`src/rtl/int_pkg.sv`:
```
`default_nettype none
// ============================================================================
//  Module   : int_pkg
//  Purpose  : Shared types and defaults for the interrupt pending controller.
//  Revision : 1.0 - initial release
// ============================================================================
package int_pkg;

  typedef enum logic [1:0] {
    IDLE    = 2'd0,
    REQ     = 2'd1,
    SERVICE = 2'd2
  } int_state_t;

  localparam int INT_N_SRC_DFLT = 4;

endpackage : int_pkg
`default_nettype wire

```
`src/rtl/int_prio_enc.sv`:
```
`default_nettype none
// ============================================================================
//  Module   : int_prio_enc
//  Purpose  : Combinational priority encoder, lowest set index wins.
//  Revision : 1.0 - initial release
// ============================================================================
module int_prio_enc #(
  parameter int N_SRC = 4,
  parameter int ID_W  = (N_SRC > 1) ? $clog2(N_SRC) : 1
) (
  input  logic [N_SRC-1:0] vec,
  output logic [ID_W-1:0]  idx,
  output logic             valid
);

  // Scan downward so the last (lowest) set bit overwrites higher ones.
  always_comb begin
    idx   = '0;
    valid = |vec;
    for (int i = N_SRC - 1; i >= 0; i--) begin
      if (vec[i]) idx = ID_W'(i);
    end
  end

endmodule : int_prio_enc
`default_nettype wire

```
`src/rtl/int_pend_ctrl.sv`:
```
`default_nettype none
// ============================================================================
//  Module   : int_pend_ctrl
//  Purpose  : Edge-captured sticky interrupt pending bits with mask, overrun
//             tracking and a single prioritised request to the control unit.
//  Revision : 1.0 - initial release
// ============================================================================
module int_pend_ctrl
  import int_pkg::*;
#(
  parameter int N_SRC = INT_N_SRC_DFLT,
  parameter int ID_W  = (N_SRC > 1) ? $clog2(N_SRC) : 1
) (
  input  logic             clk,
  input  logic             rst,
  input  logic [N_SRC-1:0] int_req,
  input  logic [N_SRC-1:0] int_mask,
  input  logic             i_flag,
  input  logic             int_ack,
  input  logic             ovr_clr,
  output logic             irq,
  output logic [ID_W-1:0]  irq_id,
  output logic [N_SRC-1:0] pend,
  output logic [N_SRC-1:0] ovr
);

  localparam logic [N_SRC-1:0] c_one = N_SRC'(1);

  int_state_t       r_state;
  int_state_t       w_state_nxt;
  logic [N_SRC-1:0] r_req_q;
  logic [N_SRC-1:0] r_pend;
  logic [N_SRC-1:0] r_ovr;
  logic [ID_W-1:0]  r_irq_id;
  logic [ID_W-1:0]  w_id_nxt;
  logic [N_SRC-1:0] w_ev;
  logic [N_SRC-1:0] w_ret;
  logic [N_SRC-1:0] w_elig;
  logic [N_SRC-1:0] w_ovr_set;
  logic [ID_W-1:0]  w_win;
  logic             w_win_vld;

  assign w_ev      = int_req & ~r_req_q;
  assign w_elig    = r_pend & int_mask;
  assign w_ret     = (r_state == REQ && int_ack) ? (c_one << r_irq_id) : '0;
  assign w_ovr_set = w_ev & r_pend & ~w_ret;

  int_prio_enc #(
    .N_SRC (N_SRC),
    .ID_W  (ID_W)
  ) u_prio (
    .vec   (w_elig),
    .idx   (w_win),
    .valid (w_win_vld)
  );

  // A new event on a retiring source re-pends it: set beats clear.
  always_ff @(posedge clk or posedge rst) begin
    if (rst) begin
      r_req_q <= '0;
      r_pend  <= '0;
      r_ovr   <= '0;
    end else begin
      r_req_q <= int_req;
      r_pend  <= (r_pend & ~w_ret) | w_ev;
      r_ovr   <= (ovr_clr ? '0 : r_ovr) | w_ovr_set;
    end
  end

  always_ff @(posedge clk or posedge rst) begin
    if (rst) begin
      r_state  <= IDLE;
      r_irq_id <= '0;
    end else begin
      r_state  <= w_state_nxt;
      r_irq_id <= w_id_nxt;
    end
  end

  // The id is latched only on IDLE->REQ so it stays stable for the whole request.
  always_comb begin
    w_state_nxt = r_state;
    w_id_nxt    = r_irq_id;
    case (r_state)
      IDLE: begin
        if (i_flag && w_win_vld) begin
          w_state_nxt = REQ;
          w_id_nxt    = w_win;
        end
      end
      REQ: begin
        if (int_ack)                          w_state_nxt = SERVICE;
        else if (!i_flag || !w_elig[r_irq_id]) w_state_nxt = IDLE;
      end
      SERVICE: begin
        if (!i_flag) w_state_nxt = IDLE;
      end
      default: w_state_nxt = IDLE;
    endcase
  end

  assign irq    = (r_state == REQ);
  assign irq_id = r_irq_id;
  assign pend   = r_pend;
  assign ovr    = r_ovr;

endmodule : int_pend_ctrl
`default_nettype wire

```
`config.mk`:
```
export PLATFORM = sky130hd
export DESIGN_NAME = int_pend_ctrl
export DESIGN_NICKNAME = d
export VERILOG_FILES = /design/src/rtl/int_pkg.sv /design/src/rtl/int_prio_enc.sv /design/src/rtl/int_pend_ctrl.sv
export SDC_FILE = /design/constraint.sdc
export NUM_CORES = 1
export LEC_CHECK = 0
export CAP_MARGIN = 20
export CORE_MARGIN = 5
export CORE_UTILIZATION = 45
export CTS_CLUSTER_DIAMETER = 50
export DETAILED_ROUTE_END_ITERATION = 12
export PLACE_DENSITY_LB_ADDON = 0.12
export SETUP_SLACK_MARGIN = 0.05
export SYNTH_ARGS = -nofsm -noshare
export SYNTH_HDL_FRONTEND = slang
export SYNTH_SLANG_ARGS = --single-unit
```
`constraint.sdc`:
```
create_clock -name clk -period 1.95 [get_ports clk]
set_input_delay 0.585 -clock clk [delete_from_list [all_inputs] [get_ports clk]]
set_output_delay 0.585 -clock clk [all_outputs]
set_load 0.01 [all_outputs]
```
* Yosys cells after proc, flatten, opt, wreduce, memory -nomap -nowiden *
Index checks and enable logic that the tools add are counted.

cells by class
  mux-type cells = 13
  equal/unequal tests = 5
  $lt $le $gt $ge = 1
  shift-type cells = 1
  bitwise gates (word level) = 9
  reduce and logical (&&, ||, !) cells = 9

operator list
  kind                 count
  $and 4x4->4          5
  $mux 2               8
  $mux 4               2
  $not 4->4            2
  $or 4x4->4           2
  $pmux 2 s3           1
  $ne 2x2->1 const B   2
  $reduce_or 4->1      1
  $shl 1x2->4 const A  1
  $lt 2x3->1 const B   1
  $ne 3x2->1 const B   1
  $reduce_and 3->1     1
  $bmux 1 s2           1
  $eq 2x1->1 const B   1
  $eq 2x2->1 const B   1
  $logic_and 1x1->1    2
  $logic_not 1->1      2
  $logic_not 2->1      1
  $reduce_and 2->1     1
  $logic_or 1x1->1     1
  $mux 1               1

word-level totals
  word-level logic and storage cells = 43
  input bits = 13
  output and inout bits = 11
  bits in registers = 16

* Longest topological paths before layout *
Gate-level depths: netlist (run 1).

  depth in word-level cells = 8
  depth in mapped cells = 3
  mapped depth without buffers = 3

* By module *
A second synthesis (run 1) with hierarchy kept.

second synthesis, totals
  cells, all modules = 63
  area, all modules = 705.7 um2

modules (own cells, without submodules)
  module         sequential area each (um2)  area an instance (um2)  cells each  instances
  int_pend_ctrl  400.4                       670.6                   56          1
  int_prio_enc   0.0                         35.0                    7           1

* Worst setup path before layout (run 1) *
OpenSTA, ideal clock, no wires.

  kind = input -> register
  start point = in int_mask[1]
  end point = reg r_state[0]
  library setup time = 0.075 ns
  slack = 0.625 ns
  stages = 3
  data arrival time = 1.250 ns
  data required time = 1.875 ns
  path buffers = 0
  path through = nand2_1 > mux4_2 > o2bb2ai_2

between the ends
  longest elaborated chain between the ends = 7
  elaborated cells between the ends (all ways) = 10
  those cells by class = 2 x eq/ne; 2 x mux; 1 x bitwise; 5 x reduce/logical

RTL lines
  element                                RTL line             source
  start, declared                        int_pend_ctrl.sv:17  input logic [N_SRC-1:0] int_mask,
  $and 4x4->4 (*)                        int_pend_ctrl.sv:44  assign w_elig = r_pend & int_mask;
  $bmux 1 s2                             int_pend_ctrl.sv:93  else if (!i_flag || !w_elig[r_irq_id]) w_state_nxt = IDLE;
  $mux 1 (not written as such)           int_pend_ctrl.sv:93
  $logic_not 1->1                        int_pend_ctrl.sv:93
  $logic_or 1x1->1                       int_pend_ctrl.sv:93
  $ne 3x2->1 (no source line)            n/a
  $reduce_and 3->1 (no source line) (*)  n/a
  end signal, assigned                   int_pend_ctrl.sv:75  r_state <= w_state_nxt;
  end, declared                          int_pend_ctrl.sv:29  int_state_t r_state;

Every way passes the cells marked *; elsewhere a longest branch is shown, timed or not. The select of a mux whose other input is x is not followed.
A chain may end at the register's enable or synchronous reset.

* Final worst setup path (run 1) *
  start point = reg r_pend[2], in the netlist pend[2]
  end point = out pend[2]

RTL lines
  element                 RTL line             source
  start, declared         int_pend_ctrl.sv:32  logic [N_SRC-1:0] r_pend;
  start signal, assigned  int_pend_ctrl.sv:65  r_pend <= (r_pend & ~w_ret) | w_ev;
  end, declared           int_pend_ctrl.sv:23  output logic [N_SRC-1:0] pend,

No word-level cell between the ends.

==> results.cfg, run 1 <==
[sta]
fin_worst_skew_ps = 2.30
max_freq_ghz = 0.544
max_slew.worst_pin.slew_ps = 314
slew_headroom_pct = 78.9
timing.final.crit_share_pct = 94.3
maxSlewViolCount = 0
tns_ps = 0
setup_violations = 0
period_needed_ps = 1840
hold_viol = 0
rsz0062_at_grt = no

[final_layout]
finish.net_count = 104
multi_input_area_um2 = 249
nFillCells = 112
antenna_cells = 0
fin_cells = 106
seqCellArea_um2 = 403
area_growth_pct = 48.4
drive_gt1_share_pct = 16.7

[worst_hold_path]
whs_path_depth = 2
worstHoldPathType = reg -> reg

[clocking]
htreeDepth = 1
worstSkewPairLatency_ps = 290
root_buffer = clkbuf_4
clk_pin_slew_ps = 90
ctsHoldBuffers = 0
cts_tree = done
cts_sinks = 16
cts_buffers = 3
clockBufferDepth = 2

[critical_path]
criticalPathCategory = reg -> out
cp_top_family = buffers and inverters
cp_num_buf_inv = 1
r2r_cells = 4
cp.required_ps = 1360
cp-end-kind = output port
critPathArrivalTime_ps = 1250
path_max_fanout = 4
path_depth = 1
slowest_stage = clkdlybuf4s50_1
cpPeakStageDelay_ps = 560
cp_cell_sequence = clkdlybuf4s50_1
cp-start-kind = register

[routing]
vias = 564
viasPerCell = 5.32
post-route-drc-count = 0
drt-initial-drc-count = 3
avgRoutedWirePerCell_um = 13.8
drtAntennaViolNets = 0
wl_um = 1470
drtPass1Iterations = 4

[placed_design]
placedCellCount = 100
portBuffers = 23
globalplace.congestion = 0.724
place_hpwl_um = 1130

[outcome]
status = complete, no violations

[floorplan]
ios = 24
initial_core_util_pct = 46.2
core_area_um2 = 1450
die-area_um2 = 2370
rows = 14
die_y_um = 48.6
die_w_um = 48.6

[global_routing]
grt_pass1_wl_um = 2620
grt_pass1_vias = 603
grt_antenna_before_repair = 0
grt_overflow = 0
grt_max_degree = 17
grt_usage_pct = 13.9

[job]
cap_violations = 0

[yosys]
avgSynthCellArea_um2 = 11.6
yosysWarningCount = 0
synth_area_um2 = 672
seq_area_frac_synth_pct = 59.6
synth_seq_cells = 16
synth_cells = 58
synth_nets = 71
synth_cell_types = 18

[pwr]
power_density_nw_per_um2 = 1190
vdd_drop_max_mv = 0.614
p_leak_nw = 0.431
-- worst reg2reg max path, cell delays in order (launching register included) --
cell	delay, ps
dfrtp_1	380
buf_4	140
nor3b_2	270
a21boi_0	240
a2bb2oi_1	180
-- final timing paths --
kind	slack, ps	startpoint	to
worst max-delay path	110	pend[2]	pend[2]
worst max register to register	660	r_state[0]	irq_id[0]
max in group asynchronous	1150	rst	irq_id[1]
worst min register to register	520	r_req_q[3]	pend[3]
worst min-delay path	520	r_req_q[3]	pend[3]
min in group asynchronous	610	rst	ovr[0]
-- flip-flops by register name (all words and copies together) (netlist names) --
register  flops
ovr           4
pend          4
r_req_q       4
irq_id        2
r_state       2
-- routing by layer --
layer,global-route usage [%],part of all wire (%),up-vias
met5,0,0,-
met4,8.07,2.6,0
met3,3.37,7.0,5
met2,22.6,50,15
met1,16.6,40,276
li1,-,-,268
-- final cells by class --
type                       count  share of cell area [%]
sequential                    16                    40.4
inverter                       6                    2.26
clock buffer                   4                    3.64
timing repair buffer          28                    26.7
multi-input combinational     36                    25.0
tap                           16                    2.01
-- cells by family after synthesis --
kind of cell	count (synthesis)	share of synthesized area, %
AO/OA/AOI/OAI	14	16.0
AND/OR/NAND/NOR	21	17.7
buffers and inverters	6	3.35
flip-flops	16	59.6
multiplexers	1	3.35
-- report_power, final --
part	total, W	leakage, nW	switching [W]	internal (W)
clock	0.000220	0.0210	0.000106	0.000114
sequential	0.000479	0.181	0.0000621	0.000416
combinational	0.000488	0.229	0.000207	0.000282
-- cell usage after synthesis, drive strengths merged --
| library cell | number | area share, % |
|---|---|---|
| a21boi | 2 | 2.2 |
| a2bb2oi | 2 | 2.6 |
| a32o | 1 | 1.5 |
| dfrtp | 16 | 60 |
| inv | 6 | 3.4 |
| mux4 | 1 | 3.4 |
| nand2 | 10 | 5.6 |
| nand2b | 4 | 3.7 |
| nand3b | 3 | 3.4 |
| nand4 | 1 | 0.93 |
| nand4b | 1 | 1.3 |
| nor2b | 1 | 0.93 |
| nor3b | 1 | 1.9 |
| o21ai | 2 | 1.5 |
| o22ai | 4 | 3.7 |
| o2bb2ai | 1 | 2.2 |
| o31ai | 2 | 2.2 |
-- per-stage QoR --
stage               total power (W)  utilization (%)  area, µm²  worst slack (ps)  hold WS [ps]
floorplan                  0.000714                -        672               625           485
global placement           0.000944             65.0        945               116           499
detailed placement         0.000953             65.0        945              70.4           511
CTS                         0.00118             68.0        988              60.1           525
global route                0.00127             68.6        997              51.3           544
finish                      0.00119             68.6        997               111           522
-- placed cells by master, fill, tap and decap left out --
cell type        count
a21boi_0             2
a2bb2oi_1            2
a32o_1               1
buf_4                5
clkbuf_4             3
clkbuf_8             1
clkdlybuf4s50_1     22
dfrtp_1             14
dfrtp_2              2
dlygate4sd2_1        1
inv_1                5
inv_2                1
mux4_2               1
nand2_1             10
nand2b_1             4
nand3b_1             3
nand4_1              1
nand4b_1             1
nor2b_1              1
nor3b_2              1
o21ai_0              2
o22ai_1              4
o2bb2ai_2            1
o31ai_1              2
-- timing repair --
| action | 4_1_cts | 5_1_grt |
|---|---|---|
| setup endpoints to repair | 2 | 2 |
| buffers inserted | 1 | 1 |
| gates resized for setup | 2 | 1 |
| cloned | 0 | 0 |
No activity file was read; power rests on OpenSTA's default activity.
==> inputs of run 2 (changes only) <==
Settings changed: ABC_AREA set to 1, CORE_UTILIZATION 45 to 47.
Clock period 1.95 ns to 2.2 ns, I/O delays scaled along.
==> run 2 against run 1 <==
First-iteration DRC count rose to 3.3 times the previous value. Clock power down 13%. Largest cell class unchanged. Largest power group is now sequential cells. Register-to-register slack better by 500 ps. Critical endpoint is now irq. Clock skew up 5.9 ps. Count of clock-buffer cells in the layout unchanged. Sequential share of layout area down 1.1 points.
==> results.cfg, run 2 <==
[global_routing]
grt_usage_pct = 14.0
grt_pass1_vias = 662
grt_antenna_before_repair = 0
grt_max_degree = 17
grt_overflow = 0
grt_pass1_wl_um = 2750

[floorplan]
initial_core_util_pct = 49.2
core_area_um2 = 1490
ios = 24
die_w_um = 49.5
die-area_um2 = 2450
rows = 14
die_y_um = 49.5

[clocking]
htreeDepth = 1
cts_setup_buffers = 0
cts_resized = 0
ctsHoldBuffers = 0
clk_pin_slew_ps = 100
cts_tree = done
worstSkewPairLatency_ps = 280
clockBufferDepth = 2
root_buffer = clkbuf_4
cts_sinks = 16
cts_buffers = 3

[sta]
period_needed_ps = 2030
setup_violations = 0
slew_headroom_pct = 60.2
tns_ps = 0
max_slew.worst_pin.slew_ps = 597
worst_hold_slack_ps = 457
fin_worst_skew_ps = 8.24
max_freq_ghz = 0.492
maxSlewViolCount = 0
rsz0062_at_grt = no
hold_viol = 0
timing.final.crit_share_pct = 92.5

[pwr]
power_density_nw_per_um2 = 1020
power_w = 0.00104
p_sw_share_pct = 36.2
p_leak_nw = 0.503
netSwitchingPower_w = 0.000378
comb_power_share_pct = 39.0
seq_power_share_pct = 42.7
power_frac_clock_pct = 18.3
p_int_w = 0.000666
vdd_drop_max_mv = 0.531

[yosys]
post-synth-top-count-cell = nand2_1
synth_seq_cells = 16
netlist_top_cells_area = dfrtp_1 55%, nand2_1 14%, nand3_1 6.1%
synth_top_area_share_pct = 54.6
synth_cell_types = 16
synth_area_um2 = 733
synth-main-ff-cell = dfrtp_1
synth_edf_count = 0
synth_nets = 102
avgSynthCellArea_um2 = 8.24
synth_top_cell_by_area = dfrtp_1
seq_area_frac_synth_pct = 54.6
yosysWarningCount = 0
synth_cells = 89
async_flop_share_pct = 100
synthTopCellsByCount = 27 x nand2_1, 16 x dfrtp_1, 10 x inv_1

[worst_hold_path]
worstHoldPathType = reg -> reg

[final_layout]
design_area_um2 = 1020
layout_commonest_cell = nand2_1
finish.net_count = 130
final_cell_mix = 27 x nand2_1, 23 x clkdlybuf4s50_1, 16 x dfrtp_1, 10 x inv_1, 9 x nand3_1
nFillCells = 135
antenna_cells = 0
area_growth_pct = 39.1
drive_gt1_share_pct = 12.9

[routing]
viasPerCell = 4.86
drt-initial-drc-count = 10
wl_um = 1500
drtPass1Iterations = 4
vias = 642
post-route-drc-count = 0
avgRoutedWirePerCell_um = 11.4
drtAntennaViolNets = 0

[critical_path]
cp.required_ps = 1540
cp_num_buf_inv = 1
cp_cell_sequence = nor2_4 > clkdlybuf4s50_1
critPathArrivalTime_ps = 1370
path_max_fanout = 3
cpPeakStageDelay_ps = 540
criticalPathCategory = reg -> out
cp_top_family = buffers and inverters
slowest_stage = clkdlybuf4s50_1
cp-end-kind = output port
cp-start-kind = register

[placed_design]
portBuffers = 23
globalplace.congestion = 0.747
place_area_um2 = 983
place_hpwl_um = 1260

[outcome]
status = complete, no violations

[job]
cap_violations = 0
## run 2: layout make-up
cell class | instances | area [µm²] | share of cell area [%]
Timing Repair Buffer | 23 | 230 | 22.6
Sequential cell | 16 | 400 | 39.3
Inverter | 15 | 57.6 | 5.64
Tap cell | 16 | 20.0 | 1.96
Multi-Input combinational cell | 58 | 275 | 27.0
Clock buffer | 4 | 36.3 | 3.56
## run 2: routing by layer
| metal | share of wire [%] | wire [µm] | global-route usage, % | vias to the layer above |
|---|---|---|---|---|
| met5 | 0 | 0 | 0 | - |
| met1 | 47 | 710 | 18.4 | 289 |
| met3 | 4.1 | 62 | 3.01 | 2 |
| met4 | 0.86 | 13 | 3.93 | 0 |
| li1 | - | - | - | 334 |
| met2 | 48 | 715 | 23.0 | 17 |
## run 2: worst register-to-register path: stages (launching register included)
cell and delay [ps]:
dfrtp_1 400, nand2_1 110, nand2_1 90, inv_1 50, nand2_1 50, nand3_1 100
nand2_1 80, nand2_1 60
## run 2: final timing paths
kind / startpoint / endpoint / slack (ps) / depth (start not counted)
hold / removal: r_req_q[3] / pend[3] / 460 / 1
max in group asynchronous: rst / pend[2] / 1070 / 2
min in group asynchronous: rst / r_state[1] / 730 / 2
hold reg to reg: r_req_q[3] / pend[3] / 460 / 1
setup / recovery: r_state[1] / irq / 170 / 2
setup reg to reg: pend[0] / irq_id[0] / 1160 / 7
## run 2: logic make-up after synthesis
| kind of cell | Yosys count | synth area share, % |
|---|---|---|
| AND/OR/NAND/NOR | 49 | 30.5 |
| flip-flops | 16 | 54.6 |
| buffers and inverters | 15 | 7.85 |
| AO/OA/AOI/OAI | 9 | 7.00 |
## run 2: power groups by stage
stage	sequential [W]	clock [W]	combinational, W
6_report	0.000446	0.000191	0.000407
5_1_grt	0.000463	0.000219	0.000460
4_1_cts	0.000446	0.000198	0.000415
3_5_place_dp	0.000452	0	0.000413
3_3_place_gp	0.000450	0	0.000404
2_1_floorplan	0.000466	0	0.000203
## run 2: metrics by stage
stage	util [%]	setup slack [ps]	instances
2_1_floorplan	-	987	89
3_3_place_gp	66.1	454	128
3_5_place_dp	66.1	429	128
4_1_cts	68.5	148	132
5_1_grt	68.5	93.3	132
6_report	68.5	166	132
==> variant, RTL diff (config.mk and constraints of run 2) <==
Set the package constant `INT_N_SRC_DFLT` to 8 (it was 4).
--- a/src/rtl/int_pkg.sv
+++ b/src/rtl/int_pkg.sv
@@ -14,3 +14,3 @@
 
-  localparam int INT_N_SRC_DFLT = 4;
+  localparam int INT_N_SRC_DFLT = 8;
 
Ports: changed (5 resized); port bits go from 24 to 41. No check against the original RTL was run, so the function may have changed too.
==> variant against run 2 <==
Sequential power grew 66%. Die area grew 56%. Count of clock-buffer cells in the layout is 3 higher. Area after synthesis increased by 73%. Cell area grew 73%. Sequential cell count grew 13. Sequential share of layout area increased by 1.9 points. Utilization rose by 1.4 points. Power grew 68%. Setup slack barely moved. First-iteration DRC count is 140% higher. Routed wire length grew 92%. Critical endpoint is now irq_id[2]. Highest routed layer unchanged.
==> variant: results (changes against run 2) <==
Min path
  – Worst min-delay path endpoint: pend[1]
  – Worst Hold Path Cells: 3 (+2)
  – Source of the worst hold timing path: r_req_q[1]
  – Min-delay worst type: reg -> reg

Route
  – Starting DRT DRC Count: 24 (+14)
  – WL met2: 1400 um (+96%)
  – Total via count in the routed design: 1126 (+75%)
  – First-pass iteration count of the detailed router: 4 (unchanged)
  – Final wirelength: 2890 um (+92%)
  – Met3 WL post-DR: 258 um (+320%)
  – Uppermost routed layer: met4
  – Total DRC errors in the routed layout: 0 (unchanged)
  – Met1 Routed Length: 1150 um (+62%)

Critical path
  – Critical-path top delay cell: clkdlybuf4s50_1
  – Reg-to-reg critical path startpoint: r_state[1]
  – Arrival time worst endpoint: 1.37 ns (about the same)
  – Worst Reg2Reg Path Length in Cells: 6 (-1)
  – Worst R2R Setup Slack: 0.98 ns (-0.18 ns)
  – Largest delay share family, worst path: buffers and inverters
  – Delay of the slowest critical-path stage: 0.58 ns (+0.04 ns)
  – Critical R2R Capture: ovr[2]
  – Peak fanout along the critical path: 7 (+4)

Run status
  – Outcome: finished, final reports clean

Power
  – Standby leakage power: 0.884 nW (+76%)
  – Largest vdd supply drop: 696 uV (+31%)
  – Fraction of power spent switching nets: 0.364 (+0.00238)

Global routing
  – All-Layer GR Usage: 0.183 (+0.0437)
  – Via count of the first global-routing pass: 1226 (+85%)
  – Initial antenna violation count: 0 (unchanged)
  – First-pass GRT wire length: 5080 um (+85%)
  – Maximum number of pins on one net before global-route repair: 30 (+13)

Yosys
  – Most used standard cells in the synthesized netlist: 54 x nand2_1, 29 x dfrtp_1, 28 x inv_1
  – Share of synthesized area occupied by flip-flops and latches: 0.574 (+0.0276)
  – Fraction of synthesis flops using an asynchronous set or reset pin: 1.00 (unchanged)
  – Synthesis Warnings: 0 (unchanged)
  – Main area contributors after synthesis: dfrtp_1 57%, nand2_1 16%, inv_1 8.3%
  – Synthesized netlist net count: 172 (+69%)
  – Ys flop type: dfrtp_1
  – Number of unique standard cell types used by synthesis: 19 (+3)

Placement
  – Detailed Place HPWL: 2190 um (+74%)
  – Placer congestion estimate: 0.908 (+22%)
  – Quantity of I/O buffers inserted on ports: 40 (+74%)

Timing
  – Final Skew: 0.0121 ns (+0.00382 ns)
  – Max_slew headroom: 0.756 (+0.154)

Clocking
  – Post-CTS Setup Bufs: 0 (unchanged)
  – Number of H-tree branching levels: 2 (+1)
  – Root buffer selected by CTS: clkbuf_4
  – Max Root-Sink Buffers: 2 (unchanged)
  – Clock input transition at the sequential cells of the worst setup and hold paths: 0.09 ns
  – Number of buffers added by the clock tree synthesis step: 5 (+2)
  – Clock Latency Late Sink: 0.33 ns (+0.05 ns)

Final layout
  – Count of nets after finishing: 219 (+68%)
  – Fraction of layout cells with a size suffix above 1: 0.0707 (-0.0586)
  – Antenna diode count: 0 (unchanged)
  – Filler instances: 217 (+61%)
## variant: what timing repair did
item	in CTS	in global routing
resized for setup	2	0
setup endpoints to repair	1	0
hold buffers	0	0
## variant: worst max-delay path by stage
stage,slack [ns],to,cells past startpoint,from
after CTS,0.16,irq_id[2],1,irq_id[2]
final,0.17,irq_id[2],1,irq_id[2]
after global placement,0.32,irq_id[0],8,i_flag
after detailed placement,0.31,irq_id[0],8,i_flag
after global routing,0.11,irq_id[2],1,irq_id[2]
after floorplan,0.88,irq_id[1],6,int_mask[6]
## variant: area by class of cell
type | count | share of cell area
Multi-Input combinational cell | 92 | 0.243
Clock buffer | 7 | 0.0312
Inverter | 29 | 0.0617
Tap cell | 30 | 0.0213
Sequential cell | 29 | 0.412
Timing Repair Buffer | 41 | 0.231
## variant: per-stage QoR
step	instances	power (W)	cell area, um2	hold WS [ns]	worst slack [ns]
after global placement	221	0.00142	1710	0.482	0.319
after floorplan	151	0.00111	1260	0.474	0.884
after global routing	228	0.00189	1760	0.555	0.114
final	228	0.00175	1760	0.502	0.166
after CTS	228	0.00177	1760	0.506	0.156
after detailed placement	221	0.00144	1710	0.496	0.310
## variant: kinds of logic (layout without fill, tap and decap cells)
group                  Yosys count  in the layout  share of synthesized area
AND/OR/NAND/NOR                 75             75                      0.252
AO/OA/AOI/OAI                   17             17                     0.0851
flip-flops                      29             29                      0.574
buffers and inverters           30             77                     0.0890
## variant: routing by layer
metal  track usage  vias up
met4         0.100        0
met1         0.207      503
met5             0        -
li1              -      569
met3        0.0620       10
met2         0.305       44
## variant: power groups by stage
stage | combinational, W | clock, W | sequential [W]
2_1_floorplan | 0.000334 | 0 | 0.000778
3_3_place_gp | 0.000674 | 0 | 0.000746
3_5_place_dp | 0.000691 | 0 | 0.000751
4_1_cts | 0.000693 | 0.000333 | 0.000742
5_1_grt | 0.000773 | 0.000356 | 0.000762
6_report | 0.000687 | 0.000324 | 0.000741
